--- src/rtl/pulse_sched.sv ---
// pulse_sched: four-requester pulse scheduler.
//
// Each requester i has a button-level trigger trig[i]. A 1->0 transition
// latches in<i> and marks the request pending. A round-robin arbiter issues
// one single-cycle pulse per pending request. Optionally, GAP forced idle
// cycles follow each pulse.
//
// Ports
//   clk      : clock, all state updates on rising edge
//   reset    : synchronous, active-high reset
//   trig     : per-requester trigger levels (bit i = requester i)
//   in0..in3 : requester values, captured on that trigger's falling edge
//   out      : granted value during the pulse cycle, 0 otherwise
//   valid    : high for exactly one clock per issued pulse
//   gnt      : index of the granted requester while valid=1, 0 otherwise
//   pending  : per-requester request-pending flags
//   ovf      : sticky, a pending request was overwritten before service
module pulse_sched #(
    parameter int N   = 8,
    parameter int GAP = 0
) (
    input  logic         clk,
    input  logic         reset,
    input  logic [3:0]   trig,
    input  logic [N-1:0] in0,
    input  logic [N-1:0] in1,
    input  logic [N-1:0] in2,
    input  logic [N-1:0] in3,
    output logic [N-1:0] out,
    output logic         valid,
    output logic [1:0]   gnt,
    output logic [3:0]   pending,
    output logic         ovf
);

    typedef enum logic {
        IDLE,
        HOLD
    } state_t;

    localparam logic [3:0] GAP_CNT = 4'(GAP);

    state_t       state_reg, state_next;
    logic [3:0]   cnt_reg, cnt_next;
    logic [1:0]   ptr_reg, ptr_next;
    logic [3:0]   prv_reg;
    logic [3:0]   pend_reg, pend_next;
    logic [N-1:0] val_reg [4];
    logic [N-1:0] val_next [4];
    logic [N-1:0] out_reg, out_next;
    logic         valid_reg, valid_next;
    logic [1:0]   gnt_reg, gnt_next;
    logic         ovf_reg, ovf_next;

    logic [N-1:0] in_arr [4];
    logic [3:0]   fall;
    logic         found;
    logic [1:0]   g_idx;

    assign in_arr[0] = in0;
    assign in_arr[1] = in1;
    assign in_arr[2] = in2;
    assign in_arr[3] = in3;

    assign fall = prv_reg & ~trig;

    // Round-robin search starting at ptr_reg. Iterating from the farthest
    // offset down lets the nearest pending requester win.
    always_comb begin
        logic [1:0] idx;
        found = 1'b0;
        g_idx = ptr_reg;
        for (int k = 3; k >= 0; k--) begin
            idx = ptr_reg + 2'(k);
            if (pend_reg[idx]) begin
                found = 1'b1;
                g_idx = idx;
            end
        end
    end

    always_ff @(posedge clk) begin
        if (reset) begin
            state_reg <= IDLE;
            cnt_reg   <= '0;
            ptr_reg   <= '0;
            prv_reg   <= '0;
            pend_reg  <= '0;
            out_reg   <= '0;
            valid_reg <= 1'b0;
            gnt_reg   <= '0;
            ovf_reg   <= 1'b0;
            for (int i = 0; i < 4; i++) begin
                val_reg[i] <= '0;
            end
        end else begin
            state_reg <= state_next;
            cnt_reg   <= cnt_next;
            ptr_reg   <= ptr_next;
            prv_reg   <= trig;
            pend_reg  <= pend_next;
            out_reg   <= out_next;
            valid_reg <= valid_next;
            gnt_reg   <= gnt_next;
            ovf_reg   <= ovf_next;
            for (int i = 0; i < 4; i++) begin
                val_reg[i] <= val_next[i];
            end
        end
    end

    always_comb begin
        state_next = state_reg;
        cnt_next   = cnt_reg;
        ptr_next   = ptr_reg;
        pend_next  = pend_reg;
        val_next   = val_reg;
        out_next   = '0;
        valid_next = 1'b0;
        gnt_next   = '0;
        ovf_next   = ovf_reg;

        case (state_reg)
            IDLE: begin
                if (found) begin
                    out_next        = val_reg[g_idx];
                    gnt_next        = g_idx;
                    valid_next      = 1'b1;
                    pend_next[g_idx] = 1'b0;
                    ptr_next        = g_idx + 2'd1;
                    if (GAP != 0) begin
                        state_next = HOLD;
                        cnt_next   = GAP_CNT;
                    end
                end
            end
            HOLD: begin
                // Leaving at cnt=1 yields exactly GAP idle cycles between pulses.
                if (cnt_reg <= 4'd1) begin
                    state_next = IDLE;
                    cnt_next   = '0;
                end else begin
                    cnt_next = cnt_reg - 4'd1;
                end
            end
            default: begin
                state_next = IDLE;
                cnt_next   = '0;
            end
        endcase

        // Capture happens after the grant clears its bit. A new edge on the
        // requester being served therefore re-arms it without flagging ovf.
        for (int i = 0; i < 4; i++) begin
            if (fall[i]) begin
                if (pend_next[i]) begin
                    ovf_next = 1'b1;
                end
                pend_next[i] = 1'b1;
                val_next[i]  = in_arr[i];
            end
        end
    end

    assign out     = out_reg;
    assign valid   = valid_reg;
    assign gnt     = gnt_reg;
    assign pending = pend_reg;
    assign ovf     = ovf_reg;

endmodule

--- config.mk ---
export PLATFORM = sky130hd
export DESIGN_NAME = pulse_sched
export DESIGN_NICKNAME = d
export VERILOG_FILES = /design/src/rtl/pulse_sched.sv
export SDC_FILE = /design/constraint.sdc
export NUM_CORES = 1
export LEC_CHECK = 0
export BUFFER_PORTS_ARGS = -buffer_cell sky130_fd_sc_hd__buf_2
export CAP_MARGIN = 10
export CORE_MARGIN = 5
export CORE_UTILIZATION = 53
export CTS_CLUSTER_DIAMETER = 30
export DETAILED_ROUTE_END_ITERATION = 10
export PLACE_DENSITY_LB_ADDON = 0.25
export SYNTH_ARGS = -nofsm -noshare
export SYNTH_HDL_FRONTEND = slang
export SYNTH_SLANG_ARGS = --single-unit
--- constraint.sdc ---
create_clock -name clk -period 6.04 [get_ports clk]
set_input_delay 1.208 -clock clk [delete_from_list [all_inputs] [get_ports clk]]
set_output_delay 1.208 -clock clk [all_outputs]
set_load 0.005 [all_outputs]
==> run metrics, run 1 <==
first-pass GRT wire length=8360 um; Die X-Extent=76.6 um; measured slew at the worst slew-check pin=roughly 840 ps; Synth area leaders=dfxtp_1 50%, nand2_1 11%, a21oi_1 8.3%; Fillers=403; WHS Endpoint=val_reg[20]; Worst Hold Class=reg -> reg; cell family with most CP delay=simple AND/OR/NAND/NOR gates; Rel. slew slack=a little over two fifths; maxcap violations=0; Seq/Total Area, Yosys=50.2%; Avg Synthesized Cell Area=8.52 sq um; die height=76.6 um; post-CTS sizing=0; Final Max Slew Viols=0; status=complete, no violations; H-Tree Depth=3; Max Fclk=around 420 MHz; buffer and inverter count on the worst path=1; crit path cell chain=buf_2 -> nor3_1 -> nand2_2 -> o22ai_1; Crit-path slowest cell=nor3_1; Critical Path Max Stage Delay=580 ps; register clock-pin slew on the reported worst setup and hold paths=60 ps; hold buffers post-CTS=0; # DRC=0; Initial DRC Count=98; Worst R2R Path Depth=10; max reg flops=32; Total GRT Usage=17.8%; vias in the first global route=1822; wire per inst=13.2 um; DRT Pass-1 Iters=7; Setup Crit Path Kind=in -> reg; Reg-to-Reg End=ovf; vias per std cell=5.12; clock root buffer=clkbuf_8; buffers added on ports=53; Req. time, crit path=6290 ps; pin count of the biggest net entering global routing=49; Final Net Count=about 370; Area Overhead vs Synth=20.3%; CTS sink count=59; CORE AREA=4320 sq um; hold path startpoint=val_reg[20]; initial antenna violation count=0; number of diodes=0; post-synthesis cell count=276; synthesized cell area=roughly 2400 sq um; detailed placer's ending HPWL=3470 um; Yosys cell types=28; Leak=approximately 0.0012 uW; crit share post-route=between 30% and 40%; setup TNS=0 ps; post-synth top area share=50.2%; Fin. Hold Viols=0; layout cells sized above 1=between 20% and 30%; Worst EP arrival=~2600 ps; DR vias=1957; peak supply drop=186 uV; Final Core Density=65.4%; CTS tree=done; Starting Density=54.4%; fin crit period=about 2400 ps; number of setup buffers added after CTS=0; Synth Warn #=0; CP endpoint kind=register; placer's final routability congestion estimate=0.750; Synth Net Count=320; Total Wirelength=5050 um; number of routed nets with antenna violations=0; Worst-Skew Late Latency=330 ps; full die area=5870 sq um; Max Root-Sink Buffers=2; WHS Path Cells=2; origin of the worst setup path=reset; Setup-failing EPs final=0; Critical R2R Launch=ptr_reg[1]; PwrDens=314 nW/um^2; FP Rows=24; dominant cell type by area after synthesis=dfxtp_1; crit path max fanout=48; #FFs+latches synth=59; total gr overflow=0; register-to-register setup slack=3900 ps; CTS buffer count=9; IO Pins=54; Worst setup SP type=primary input; RSZ-0062 raised after global routing=false; clk_skew=3.96 ps
==> worst reg2reg max path, cell delays in order, from the launching register on <==
cell	delay, ps
dfxtp_1	370
or3_1	400
o2111ai_2	120
nand2_4	240
inv_1	150
ha_1	150
inv_1	30
o21ai_0	190
o22ai_1	100
nor3_1	190
nor2_1	50
==> metrics by stage <==
stage	cells	total power, uW	instance area (sq um)	hold slack, ps	setup slack [ps]
after global placement	366	531	2620	442	3460
final	382	887	2830	455	3670
after CTS	382	892	2830	456	3700
after detailed placement	366	534	2620	447	3370
after floorplan	276	503	2350	436	4040
after global routing	382	927	2830	472	3530
==> how the worst max path moves through the flow <==
stage | end | slack, ps | cells past startpoint
2_1_floorplan | ovf | 4040 | 5
4_1_cts | out[7] | 3700 | 4
3_5_place_dp | out[5] | 3370 | 4
3_3_place_gp | out[2] | 3460 | 4
6_report | out[7] | 3670 | 4
5_1_grt | out[3] | 3530 | 4
==> cell type report <==
type	count	area [sq um]	area share, %
multi-input combinational	189	1060	37.4
tap	52	65.1	2.30
clock buffer	16	210	7.43
inverter	13	48.8	1.73
timing repair buffer	53	265	9.38
sequential	59	1180	41.8
==> cells in the mapped netlist <==
cell type and number:
nand2_1 69, dfxtp_1 59, a21oi_1 39, mux2i_1 16, clkbuf_1 13, inv_1 13
o22ai_1 10, nor2_1 9, nor2b_1 9, o21ai_0 7, ha_1 6, nand2b_1 5
a211oi_1 3, nand2_2 2, nor3_1 2, nor4_1 2, a211oi_2 1, a21o_1 1
and2_2 1, buf_1 1, buf_6 1, nand2_4 1, nand3_1 1, nand4b_1 1
o2111ai_2 1, o311ai_0 1, or2b_2 1, or3_1 1
==> report_power, final <==
part	switching [uW]	leakage, uW	internal (uW)
combinational	62.1	0.000579	46.9
sequential	11.2	0.000480	405
clock	145	0.000109	217
total	218	0.00117	669
==> cell families after synthesis <==
group / synth area share (%)
AND/OR/NAND/NOR: 19.7
adder cells (fa/ha/maj): 3.19
multiplexers: 6.81
AO/OA/AOI/OAI: 15.3
buffers and inverters: 4.79
flip-flops: 50.2
==> cells in the final DEF (no fill, tap or decap), types with 2 or more instances in the layout <==
cell type,count
o21ai_0,7
buf_2,53
a211oi_1,3
nor4_1,2
inv_1,13
dfxtp_1,59
nand2b_1,5
mux2i_1,16
nor2_1,9
clkbuf_8,15
ha_1,6
nand2_2,2
o22ai_1,10
nor3_1,2
a21oi_1,39
nand2_1,69
nor2b_1,9
==> per-layer routing <==
layer	GRT usage, %	routed length, um	share of wire (%)	up-vias
met5	0	0	0	-
li1	-	-	-	1022
met4	5.77	50	0.99	0
met3	7.09	278	5.5	6
met2	27.2	2430	48	52
met1	22.8	2290	45	877
(Power assumes the default switching activity.)
==> run 2: changes to the inputs <==
- CORE_UTILIZATION: 53 -> 48
- clock period: 6.04 -> 1.95 ns (I/O delays scaled with it)
==> run metrics, run 2 (synthesis results as in run 1) <==
clk_skew=6.46 ps (was 3.96 ps); initial antenna violation count=0 (unchanged); Max Root-Sink Buffers=2 (unchanged); hold path startpoint=in3[4] (was val_reg[20]); Worst Hold Class=in -> reg (was reg -> reg); status=complete, no violations (unchanged); Starting Density=49.4% (was 54.4%); Die X-Extent=80.0 um (was 76.6 um); number of routed nets with antenna violations=0 (unchanged); # DRC=0 (unchanged); first-pass GRT wire length=8970 um (was 8360 um); highest-count cells in the layout ignoring fill and taps=69 x nand2_1, 58 x dfxtp_1, 53 x buf_2, 38 x a21oi_1, 16 x mux2i_1 (was 69 x nand2_1, 59 x dfxtp_1, 53 x buf_2, 39 x a21oi_1, 16 x mux2i_1); fin crit period=1840 ps; Fillers=442 (was 403); Final Cell Area=2930 sq um (was 2830 sq um); CTS sink count=59 (unchanged); Multi-input gate area=1080 sq um (was 1060 sq um); Area Overhead vs Synth=24.8% (was 20.3%); register clock-pin slew on the reported worst setup and hold paths=70 ps (was 60 ps); most common library cell in the layout ignoring fill and taps=nand2_1 (unchanged); Setup Crit Path Kind=reg -> reg (was in -> reg); total gr overflow=0 (unchanged); Sequential cell area=1180 sq um (about the same); max reg flops=32 (unchanged); Worst R2R Path Depth=10 (unchanged); Rel. slew slack=60.2% (was 43.8%); total power=2780 uW (was 887 uW); crit share post-route=between 90% and 100%; Req. time, crit path=2160 ps (was 6290 ps); DR vias=2028 (was 1957); H-Tree Depth=3 (unchanged); IO Pins=54 (unchanged); PwrDens=947 nW/um^2 (was 314 nW/um^2); wire per inst=13.3 um (was 13.2 um); clock root buffer=clkbuf_8 (unchanged); full die area=6400 sq um (was 5870 sq um); Worst setup SP type=register (was primary input); Reg-to-Reg End=ovf (unchanged); detailed placer's ending HPWL=3830 um (was 3470 um); WHS Endpoint=val_reg[4] (was val_reg[20]); peak supply drop=494 uV (was 186 uV); Total GRT Usage=18.3% (was 17.8%); Max Fclk=~540 MHz; CP endpoint kind=register (unchanged); Critical R2R Launch=pending[0] (was ptr_reg[1]); CORE AREA=4750 sq um (was 4320 sq um); CTS tree=done (unchanged); buffers added on ports=53 (unchanged); Leak=0.00121 uW (was 0.00117 uW); vias in the first global route=2041 (was 1822); DRT Pass-1 Iters=5 (was 7); FP Rows=25 (was 24); Total Wirelength=5400 um (was 5050 um); Final Net Count=379 (was 369); maxcap violations=0 (unchanged); placer's final routability congestion estimate=0.802 (was 0.750); crit path max fanout=4 (was 48); CTS buffer count=9 (unchanged); Fin. Hold Viols=0 (unchanged); Initial DRC Count=86 (was 98); layout cells sized above 1=26.2% (was 22.7%); pin count of the biggest net entering global routing=48 (was 49); measured slew at the worst slew-check pin=595 ps (was 843 ps); vias per std cell=4.98 (was 5.12); register-to-register setup slack=110 ps (was 3900 ps); die height=80.0 um (was 76.6 um); dpl cell area=2710 sq um (was 2620 sq um); WHS Path Cells=3 (was 2); Worst-Skew Late Latency=330 ps (about the same); number of diodes=0 (unchanged); Worst EP arrival=2050 ps (was 2630 ps); Final Max Slew Viols=0 (unchanged); Setup-failing EPs final=0 (unchanged)
run 2: changes by cell type in the layout (fill, tap and decap cells not counted), sizes merged:
cell / delta
bufinv: +1
clkinv: +3
clkbuf: -5
buf: +10
clkinvlp: +1
run 2: power by group:
group / internal, uW / switching, uW / leakage [uW] / total, uW
Sequential: 1250 / 34.9 / 0.000480 / 1290
Clock: 618 / 469 / 0.0000991 / 1090
Combinational: 183 / 217 / 0.000632 / 401
run 2: layout make-up:
type | instances | share of cell area [%]
sequential | 59 | 40.3
multi-input combinational | 189 | 37.0
timing repair buffer | 63 | 11.6
clock buffer | 11 | 4.82
tap | 67 | 2.86
clock inverter | 5 | 1.79
inverter | 13 | 1.66
run 2: what timing repair did:
action                                  CTS  global route
endpoints found under the setup margin    0             1
resized for setup                         0             9
hold buffers                              0             0
buffers inserted                          0             0
run 2: metrics by stage:
| stage | utilization [%] | instances | worst slack, ps | TNS (ps) | hold WS [ps] |
|---|---|---|---|---|---|
| 2_1_floorplan | - | 276 | 4.34 | 0 | 436 |
| 3_3_place_gp | 57.0 | 391 | 98.6 | 0 | 441 |
| 3_5_place_dp | 57.0 | 391 | 38.2 | 0 | 446 |
| 4_1_cts | 61.1 | 407 | 32.9 | 0 | 271 |
| 5_1_grt | 61.7 | 407 | -21.0 | -21.0 | 281 |
| 6_report | 61.7 | 407 | 106 | 0 | 284 |
run 2: worst max path at each step:
stage,from,end,slack [ps],depth (start not counted)
after floorplan,pending[3],ovf,4,11
after global placement,pending[2],ovf,100,9
after detailed placement,pending[0],ovf,40,10
after CTS,pending[0],ovf,30,10
after global routing,pending[2],ovf,-20,10
final,pending[0],ovf,110,10
run 2: routing by layer:
| metal | global-route usage, % | up-vias | routed length [um] | part of all wire, % |
|---|---|---|---|---|
| li1 | - | 1037 | - | - |
| met1 | 22.0 | 937 | 2330 | 43 |
| met2 | 30.0 | 44 | 2690 | 50 |
| met3 | 5.30 | 10 | 295 | 5.5 |
| met4 | 8.78 | 0 | 85 | 1.6 |
| met5 | 0 | - | 0 | 0 |
run 2: critical path: stages (launching register included):
cell and delay, ps:
dfxtp_1 350, or2b_2 350, a21oi_4 180, a211oi_4 70
inv_1 110, ha_1 160, inv_1 50, o21ai_2 120
o22ai_1 90, nor3_1 180, nor2_1 50
==> run 3: changes to the inputs <==
==> constraint.sdc (replaced) <==
create_clock -name clk -period 1.95 [get_ports clk]
set_input_delay 0.0975 -clock clk [delete_from_list [all_inputs] [get_ports clk]]
set_output_delay 0.0975 -clock clk [all_outputs]
set_load 0.005 [all_outputs]
==> run metrics, run 3 (synthesis results as in run 1) <==
Worst Hold Class=in -> reg (unchanged); register share of total power=46.5% (was 46.4%); Comb power frac=16.2% (was 14.4%); detailed placer's ending HPWL=3920 um (was 3830 um); wire per inst=13.1 um (was 13.3 um); Setup Crit Path Kind=reg -> reg (unchanged); Initial DRC Count=79 (was 86); internal power=2060 uW (about the same); buffer and inverter count on the worst path=2 (unchanged); Setup-failing EPs final=0 (unchanged); Final Max Slew Viols=0 (unchanged); Starting Density=49.4% (unchanged); Clk network pwr share=37.3% (was 39.1%); CTS tree=done (unchanged); DRT Pass-1 Iters=4 (was 5); Worst EP arrival=2080 ps (was 2050 ps); CP endpoint kind=register (unchanged); Worst Setup Slack, final=68.4 ps (was 106 ps); Worst setup SP type=register (unchanged); vias per std cell=4.86 (was 4.98); PwrDens=860 nW/um^2 (was 947 nW/um^2); register clock-pin slew on the reported worst setup and hold paths=60 ps (was 70 ps); CTS buffer count=9 (unchanged); total power=2780 uW (about the same); cell family with most CP delay=simple AND/OR/NAND/NOR gates (unchanged); Placed Cells=394 (was 391); Fillers=419 (was 442); Place WS=-4.82 ps (was 38.2 ps); most common library cell in the layout ignoring fill and taps=nand2_1 (unchanged); met3 Use GR=4.85% (was 5.30%); Fin. Hold Viols=0 (unchanged); Crit-path slowest cell=dfxtp_1 (unchanged); Final Net Count=410 (was 379); buffers added on ports=53 (unchanged); peak supply drop=500 uV (was 494 uV); layout cells sized above 1=25.2% (was 26.2%); Most common cell on crit path=inv_1 (unchanged); full die area=6400 sq um (unchanged); status=complete, no violations (unchanged); vias in the first global route=2146 (was 2041); Critical Path Max Stage Delay=350 ps (about the same); fin crit period=1880 ps (was 1840 ps); Total GRT Usage=19.4% (was 18.3%); switching share of power=25.7% (was 26.0%); Req. time, crit path=2150 ps (was 2160 ps); measured slew at the worst slew-check pin=614 ps (was 595 ps); crit path max fanout=4 (unchanged); crit share post-route=96.5% (was 94.5%); number of diodes=0 (unchanged); Psw=714 uW (was 722 uW); number of routed nets with antenna violations=0 (unchanged); IO Pins=54 (unchanged); first-pass GRT wire length=9440 um (was 8970 um); total gr overflow=0 (unchanged); Total Wirelength=5700 um (was 5400 um); Max Root-Sink Buffers=2 (unchanged); Fin Hold WS=10.8 ps (was 284 ps); final non-filler cell total=436 (was 407); RSZ-0062 raised after global routing=true; # DRC=0 (unchanged); Max Fclk=531 MHz (was 542 MHz); DR vias=2118 (was 2028); initial antenna violation count=0 (unchanged); highest-count cells in the layout ignoring fill and taps=69 x nand2_1, 56 x dfxtp_1, 53 x buf_2, 38 x a21oi_1, 28 x dlygate4sd3_1 (was 69 x nand2_1, 58 x dfxtp_1, 53 x buf_2, 38 x a21oi_1, 16 x mux2i_1); FP Rows=25 (unchanged); placer's final routability congestion estimate=0.800 (was 0.802); maxcap violations=0 (unchanged); Worst-Skew Late Latency=330 ps (about the same); met1 Use GR=22.2% (was 22.0%); Rel. slew slack=58.5% (was 60.2%); die height=80.0 um (unchanged); max reg flops=32 (unchanged); CTS sink count=59 (unchanged); clock root buffer=clkbuf_8 (unchanged); GRT busiest layer=met2 (unchanged); pin count of the biggest net entering global routing=48 (unchanged); Leak=0.00134 uW (was 0.00121 uW); H-Tree Depth=3 (unchanged); clk_skew=6.19 ps (was 6.46 ps); CORE AREA=4750 sq um (unchanged); met2 usage=31.5% (was 30.0%); Area Overhead vs Synth=37.5% (was 24.8%); Final Core Density=68.0% (was 61.7%); crit path cell chain=or2b_2 -> a21oi_4 -> a211oi_4 -> inv_1 -> ha_1 -> inv_1 -> o21ai_2 -> o22ai_1 -> nor3_1 -> nor2_1 (unchanged); Die X-Extent=80.0 um (unchanged)
## run 3: changes by cell type in the layout (fill, tap and decap cells not counted), sizes merged
cell | previous run | this run
dlygate4sd3 | 0 | 28
buf | 63 | 66
clkinv | 3 | 0
clkbuf | 11 | 13
bufinv | 1 | 0
## run 3: through the flow
| stage | instance area, sq um | setup TNS, ps |
|---|---|---|
| after CTS | 3200 | 0 |
| after floorplan | 2350 | 0 |
| after global placement | 2730 | 0 |
| after global routing | 3230 | -60.3 |
| final | 3230 | 0 |
| after detailed placement | 2730 | -4.82 |
## run 3: worst paths after layout
kind / depth (start not counted) / startpoint / slack, ps / endpoint
setup / recovery: 10 / pending[0] / 70 / ovf
hold / removal: 2 / trig[3] / 10 / prv_reg[3]
setup reg to reg: 10 / pending[0] / 70 / ovf
hold reg to reg: 2 / val_reg[21] / 450 / val_reg[21]
## run 3: final cells by class
class	instances	area (sq um)	area share, %
Clock buffer	13	179	5.54
Sequential cell	59	1180	36.7
Tap cell	67	83.8	2.59
Inverter	13	48.8	1.51
Clock inverter	1	7.51	0.232
Multi-Input combinational cell	189	1080	33.6
Timing Repair Buffer	94	643	19.9
## run 3: power by group through the flow
stage	Clock, uW	Combinational, uW	Sequential (uW)
global placement	0	382	1310
detailed placement	0	391	1310
floorplan	0	252	1310
finish	1040	451	1290
CTS	1060	436	1280
global route	1110	496	1300
## run 3: metal layers
metal | vias up | wire length [um]
li1 | 1094 | -
met4 | 0 | 214
met3 | 14 | 278
met5 | - | 0
met2 | 57 | 2760
met1 | 953 | 2440
## run 3: repair_timing
item | CTS | global route
resized for setup | 0 | 11
pin swaps | 1 | 0
buffers inserted | 0 | 0
hold buffers | 28 | 0
endpoints found under the setup margin | 1 | 1
hold endpoints to repair | 28 | 0
cloned | 0 | 0
